File: src/rtl/ofdm_map_pkg.sv
// Shared constants and Gray-level helpers for the OFDM constellation mapper.
package ofdm_map_pkg;

  localparam logic MOD_QPSK  = 1'b0;
  localparam logic MOD_QAM16 = 1'b1;

  localparam int unsigned BITS_QPSK  = 2;
  localparam int unsigned BITS_QAM16 = 4;

  typedef enum logic [1:0] {
    LVL_M3,
    LVL_M1,
    LVL_P1,
    LVL_P3
  } gray_lvl_e;

  // First-received bit of the pair is the MSB of the Gray code.
  function automatic gray_lvl_e gray_to_lvl(input logic b_first, input logic b_second);
    gray_lvl_e lvl;
    unique case ({b_first, b_second})
      2'b00:   lvl = LVL_M3;
      2'b01:   lvl = LVL_M1;
      2'b11:   lvl = LVL_P1;
      default: lvl = LVL_P3;
    endcase
    return lvl;
  endfunction

endpackage

File: src/rtl/qam_lut.sv
// Combinational map from (mode, collected bits) to a signed I/Q constellation point.
module qam_lut
  import ofdm_map_pkg::*;
#(
  parameter int unsigned OUT_W      = 16,
  parameter int          UNIT_QPSK  = 5793,
  parameter int          UNIT_QAM16 = 2590
) (
  input  logic                    mode,
  input  logic [3:0]              bits,
  output logic signed [OUT_W-1:0] lut_i,
  output logic signed [OUT_W-1:0] lut_q
);

  localparam logic signed [OUT_W-1:0] QpskP = OUT_W'(UNIT_QPSK);
  localparam logic signed [OUT_W-1:0] QpskM = OUT_W'(-UNIT_QPSK);
  localparam logic signed [OUT_W-1:0] Qam1P = OUT_W'(UNIT_QAM16);
  localparam logic signed [OUT_W-1:0] Qam1M = OUT_W'(-UNIT_QAM16);
  // Outer level is formed at integer width, then narrowed.
  localparam logic signed [OUT_W-1:0] Qam3P = OUT_W'(3 * UNIT_QAM16);
  localparam logic signed [OUT_W-1:0] Qam3M = OUT_W'(-3 * UNIT_QAM16);

  function automatic logic signed [OUT_W-1:0] lvl_val(input gray_lvl_e lvl);
    logic signed [OUT_W-1:0] v;
    unique case (lvl)
      LVL_M3:  v = Qam3M;
      LVL_M1:  v = Qam1M;
      LVL_P1:  v = Qam1P;
      default: v = Qam3P;
    endcase
    return v;
  endfunction

  always_comb begin
    if (mode == MOD_QAM16) begin
      lut_i = lvl_val(gray_to_lvl(bits[0], bits[1]));
      lut_q = lvl_val(gray_to_lvl(bits[2], bits[3]));
    end else begin
      lut_i = bits[0] ? QpskP : QpskM;
      lut_q = bits[1] ? QpskP : QpskM;
    end
  end

endmodule

File: src/rtl/qam_mapper.sv
// Packs a serial bit stream into QPSK/16-QAM symbols with per-frame mode latch and
// start/end-of-frame flags.
module qam_mapper
  import ofdm_map_pkg::*;
#(
  parameter int unsigned OUT_W         = 16,
  parameter int unsigned SYM_PER_FRAME = 48,
  parameter int          UNIT_QPSK     = 5793,
  parameter int          UNIT_QAM16    = 2590
) (
  input  logic                    qam_clk,
  input  logic                    qam_rst_n,
  input  logic                    din,
  input  logic                    din_valid,
  input  logic                    mod_sel,
  input  logic                    flush,
  output logic signed [OUT_W-1:0] sym_i,
  output logic signed [OUT_W-1:0] sym_q,
  output logic                    sym_valid,
  output logic                    sym_sof,
  output logic                    sym_eof,
  output logic                    frame_mode
);

  localparam int unsigned CntW = (SYM_PER_FRAME > 1) ? $clog2(SYM_PER_FRAME) : 1;
  localparam logic [CntW-1:0] LastSym = CntW'(SYM_PER_FRAME - 1);

  logic [1:0]              bit_cnt_q, bit_cnt_d;
  logic [3:0]              bits_q, bits_d;
  logic [CntW-1:0]         sym_cnt_q, sym_cnt_d;
  logic                    frame_mode_q, frame_mode_d;
  logic signed [OUT_W-1:0] sym_i_q, sym_i_d, sym_q_q, sym_q_d;
  logic                    sym_valid_q, sym_valid_d;
  logic                    sym_sof_q, sym_sof_d, sym_eof_q, sym_eof_d;

  logic                    accept;
  logic                    first_bit;
  logic                    mode_cur;
  logic                    last_bit;
  logic signed [OUT_W-1:0] lut_i, lut_q;

  assign accept    = din_valid & ~flush;
  assign first_bit = (sym_cnt_q == '0) && (bit_cnt_q == '0);
  // The first bit of a frame uses the live mod_sel so it decides its own symbol size.
  assign mode_cur  = first_bit ? mod_sel : frame_mode_q;
  assign last_bit  = (bit_cnt_q == ((mode_cur == MOD_QAM16) ? 2'(BITS_QAM16 - 1)
                                                             : 2'(BITS_QPSK - 1)));

  always_comb begin
    bits_d = bits_q;
    if (accept) begin
      bits_d[bit_cnt_q] = din;
    end
  end

  qam_lut #(
    .OUT_W     (OUT_W),
    .UNIT_QPSK (UNIT_QPSK),
    .UNIT_QAM16(UNIT_QAM16)
  ) u_lut (
    .mode (mode_cur),
    .bits (bits_d),
    .lut_i(lut_i),
    .lut_q(lut_q)
  );

  always_comb begin
    bit_cnt_d    = bit_cnt_q;
    sym_cnt_d    = sym_cnt_q;
    frame_mode_d = frame_mode_q;
    sym_i_d      = sym_i_q;
    sym_q_d      = sym_q_q;
    sym_valid_d  = 1'b0;
    sym_sof_d    = 1'b0;
    sym_eof_d    = 1'b0;

    if (flush) begin
      bit_cnt_d = '0;
      sym_cnt_d = '0;
    end else if (din_valid) begin
      if (first_bit) begin
        frame_mode_d = mod_sel;
      end
      if (last_bit) begin
        bit_cnt_d   = '0;
        sym_valid_d = 1'b1;
        sym_i_d     = lut_i;
        sym_q_d     = lut_q;
        sym_sof_d   = (sym_cnt_q == '0);
        sym_eof_d   = (sym_cnt_q == LastSym);
        sym_cnt_d   = (sym_cnt_q == LastSym) ? '0 : sym_cnt_q + 1'b1;
      end else begin
        bit_cnt_d = bit_cnt_q + 2'd1;
      end
    end
  end

  always_ff @(posedge qam_clk or negedge qam_rst_n) begin
    if (!qam_rst_n) begin
      bit_cnt_q    <= '0;
      bits_q       <= '0;
      sym_cnt_q    <= '0;
      frame_mode_q <= 1'b0;
      sym_i_q      <= '0;
      sym_q_q      <= '0;
      sym_valid_q  <= 1'b0;
      sym_sof_q    <= 1'b0;
      sym_eof_q    <= 1'b0;
    end else begin
      bit_cnt_q    <= bit_cnt_d;
      bits_q       <= bits_d;
      sym_cnt_q    <= sym_cnt_d;
      frame_mode_q <= frame_mode_d;
      sym_i_q      <= sym_i_d;
      sym_q_q      <= sym_q_d;
      sym_valid_q  <= sym_valid_d;
      sym_sof_q    <= sym_sof_d;
      sym_eof_q    <= sym_eof_d;
    end
  end

  assign sym_i      = sym_i_q;
  assign sym_q      = sym_q_q;
  assign sym_valid  = sym_valid_q;
  assign sym_sof    = sym_sof_q;
  assign sym_eof    = sym_eof_q;
  assign frame_mode = frame_mode_q;

endmodule

File: config.mk
export PLATFORM = sky130hd
export DESIGN_NAME = qam_mapper
export DESIGN_NICKNAME = d
export VERILOG_FILES = /design/src/rtl/ofdm_map_pkg.sv /design/src/rtl/qam_lut.sv /design/src/rtl/qam_mapper.sv
export SDC_FILE = /design/constraint.sdc
export NUM_CORES = 1
export LEC_CHECK = 0
export ABC_AREA = 1
export CORE_UTILIZATION = 53
export CTS_BUF_LIST = sky130_fd_sc_hd__clkbuf_16
export DETAILED_ROUTE_END_ITERATION = 16
export HOLD_SLACK_MARGIN = 0.08
export PLACE_DENSITY_LB_ADDON = 0.2
export SLEW_MARGIN = 25
export SYNTH_ARGS = -nofsm -noshare
export SYNTH_HDL_FRONTEND = slang
export SYNTH_SLANG_ARGS = --single-unit
export TNS_END_PERCENT = 5
File: constraint.sdc
create_clock -name qam_clk -period 5.05 [get_ports qam_clk]
set_input_delay 1.01 -clock qam_clk [delete_from_list [all_inputs] [get_ports qam_clk]]
set_output_delay 1.01 -clock qam_clk [all_outputs]
set_load 0.02 [all_outputs]
==> out/qor.yml <==
status:
  outcome: "finished, final reports clean"
clock_tree:
  cts_buffer_depth: 2
  cts_buffers: 5
  htreeDepth: 2
  post_cts_resize_count: 0
  postCtsSetupRepairBufs: 0
  cts_root_buf: "clkbuf_16"
  insertion_delay_ns: 0.27
  cts_hold_buffers: 0
  clk_pin_slew_ns: 0.05
  cts_sinks: 33
  cts_tree: "yes"
power:
  switching_share: 0.375
  pwr-share-comb: 0.471
  peakVddDrop_mv: 0.239
  switchingPower_w: 0.000481
  power.internal_w: 0.000801
  power.share.sequential: 0.314
  power.density_nw_per_um2: 573
  clkPwrFrac: 0.214
  p_leak_nw: 1.12
finish:
  ff_latch_area_sq_um: 826
  multi_input_area_sq_um: 728
  fin_nets: 258
  layout_common_cells: "nand2_1, clkdlybuf4s50_1, dfrtp_1"
  syn_to_final_growth_pct: 25.8
  fin_util: 0.715
  antennaDiodeCount: 0
  fill_cells: 256
  final_common_cell: "nand2_1"
  drive_gt1_frac: 0.0702
synthesis:
  syn_avg_cell_area_sq_um: 8.43
  ys_seq_area_frac: 0.464
  ys_ff_latch: 33
  syn_nets: 227
  synth_area_leaders: "dfrtp_1, nand2_1, ha_1, buf_4, nand3_1"
  ys_warn_count: 0
  synthCells: 211
  synth_top_area_share: 0.464
  synth_cell_types: 24
  synthesis.area_sq_um: 1780
  yosysTopAreaCell: "dfrtp_1"
setup_path:
  crit_path_frequent_cell: "nand2_1"
  cp_cell_sequence: "clkdlybuf4s50_1, inv_2, nand2_1, inv_2, nand2_1, o21ai_0, inv_1, ha_1, o21ai_0, nand2_1, nand2_1"
  cp_slowest_cell: "clkdlybuf4s50_1"
  reg2regPathDepth: 10
  worstSetupStartpointType: "input pin"
  regToRegStartpoint: "bit_cnt_q[1]"
  path_buf_inv: 4
  cpPeakStageDelay_ns: 0.49
  crit_fanout: 8
  rr_endpoint: "sym_q[2]"
  crit_path_end_kind: "flip-flop"
  cp.arrival_ns: 3.01
  crit_required_ns: 5.26
  cpLargestDelayFamily: "buffers and inverters"
  r2r_slack_ns: 2.87
  crit_type: "input pin to flip-flop"
worst_hold_path:
  holdPathEnd: "sym_i[1]"
  hold_start: "sym_i[1]"
  hold_depth: 2
  hp-class: "flip-flop to flip-flop"
global_routing:
  grt_max_degree: 34
  grt_pass1_vias: 1356
  overflow: 0
  grt_use_total: 0.222
  grt_pass1_wl_um: 5760
  antenna_found_initial: 0
timing:
  fin_crit_ns: 2.80
  setup_viol: 0
  setup_slack_ns: 2.25
  max_freq_mhz: 357
  worstMarginPinSlew_ns: 0.430
  rsz0062_at_grt: "false"
  clock_skew_ns: 0.00259
  post-route-period-util: 0.554
  maxSlewHeadroom: 0.711
  hold_violations: 0
  timing.setup.tns_ns: 0
  slew_violations: 0
floorplan:
  initial_core_util: 0.568
  boundaryPins: 42
  row_count: 20
  die_area_sq_um: 3590
  die_w_um: 59.9
  core_area_sq_um: 3130
  die_h_um: 59.9
flow_run:
  max-cap-violations: 0
detailed_routing:
  drtIter0Drc: 48
  wirelength_um: 3370
  routedWlPerCell_um: 11.8
  antenna_left: 0
  drc: 0
  via_count: 1419
  dr.pass1.iters: 4
  routed_via_density: 4.96
placement:
  io_buffers: 41
  dpl_worst_slack_ns: 1.98
  gp_congestion: 0.840
  dp_hpwl_um: 2540
## cell families (layout without fill, tap and decap cells)
kind of cell / after synthesis / after routing / share of synthesized area
AO/OA/AOI/OAI: 16 / 16 / 0.0471
adder cells (fa/ha/maj): 10 / 10 / 0.0704
buffers and inverters: 38 / 69 / 0.126
multiplexers: 1 / 1 / 0.00563
AND/OR/NAND/NOR: 110 / 110 / 0.272
XOR/XNOR: 3 / 3 / 0.0148
flip-flops: 33 / 33 / 0.464
## area by class of cell
type | count | area share
inverter | 20 | 0.0347
clock inverter | 2 | 0.00336
clock buffer | 5 | 0.0559
sequential | 33 | 0.369
tap | 44 | 0.0246
multi-input combinational | 140 | 0.326
timing repair buffer | 42 | 0.187
## metrics by stage
stage	hold WS, ns	std cells	area, sq um	power, W
2_1_floorplan	0.471	211	1780	0.000794
3_3_place_gp	0.465	279	2100	0.00100
3_5_place_dp	0.464	279	2100	0.00102
4_1_cts	0.478	286	2240	0.00129
5_1_grt	0.500	286	2240	0.00137
6_report	0.475	286	2240	0.00128
## synthesized netlist by cell type
master	count
and2_1	1
buf_4	15
buf_6	3
dfrtp_1	33
ha_1	10
inv_1	16
inv_2	3
inv_4	1
mux2i_1	1
nand2_1	75
nand2_2	1
nand2_4	1
nand3_1	12
nand3_2	2
nand4_1	2
nand4_4	1
nor2_1	10
nor2_2	1
nor3_1	4
o21ai_0	7
o21ai_1	8
o21ai_2	1
xnor2_1	1
xor2_1	2
## sequential cells by signal, summed over array words and instances, names as in the netlist
register    flops
sym_cnt_q       6
bit_cnt_q       2
sym_q           8
sym_i           9
sym_valid       1
sym_sof         1
sym_eof         1
frame_mode      1
bits_q          4
## metal layers
layer / up-vias / GRT usage / routed length (um)
li1: 709 / - / -
met1: 668 / 0.249 / 1440
met2: 34 / 0.411 / 1770
met3: 8 / 0.0519 / 120
met4: 0 / 0.0698 / 39
met5: - / 0 / 0
## worst min-delay path, cell delays in order (launching register included)
cell	delay, ns
dfrtp_1	0.34
nand2_1	0.05
nand2_1	0.05
## power groups by stage
stage	sequential [W]	clock, W	combinational, W
2_1_floorplan	0.000489	0	0.000305
3_3_place_gp	0.000405	0	0.000598
3_5_place_dp	0.000408	0	0.000609
4_1_cts	0.000405	0.000276	0.000612
5_1_grt	0.000416	0.000290	0.000660
6_report	0.000403	0.000275	0.000604
## worst max-delay path by stage
stage | start | end | cells past startpoint
floorplan | flush | sym_q[12] | 9
global placement | flush | sym_i[12] | 10
detailed placement | flush | sym_q[12] | 10
CTS | flush | sym_q[12] | 10
global route | flush | sym_q[2] | 11
finish | flush | sym_q[2] | 11
Note: power is estimated with default switching activity, not from simulation.
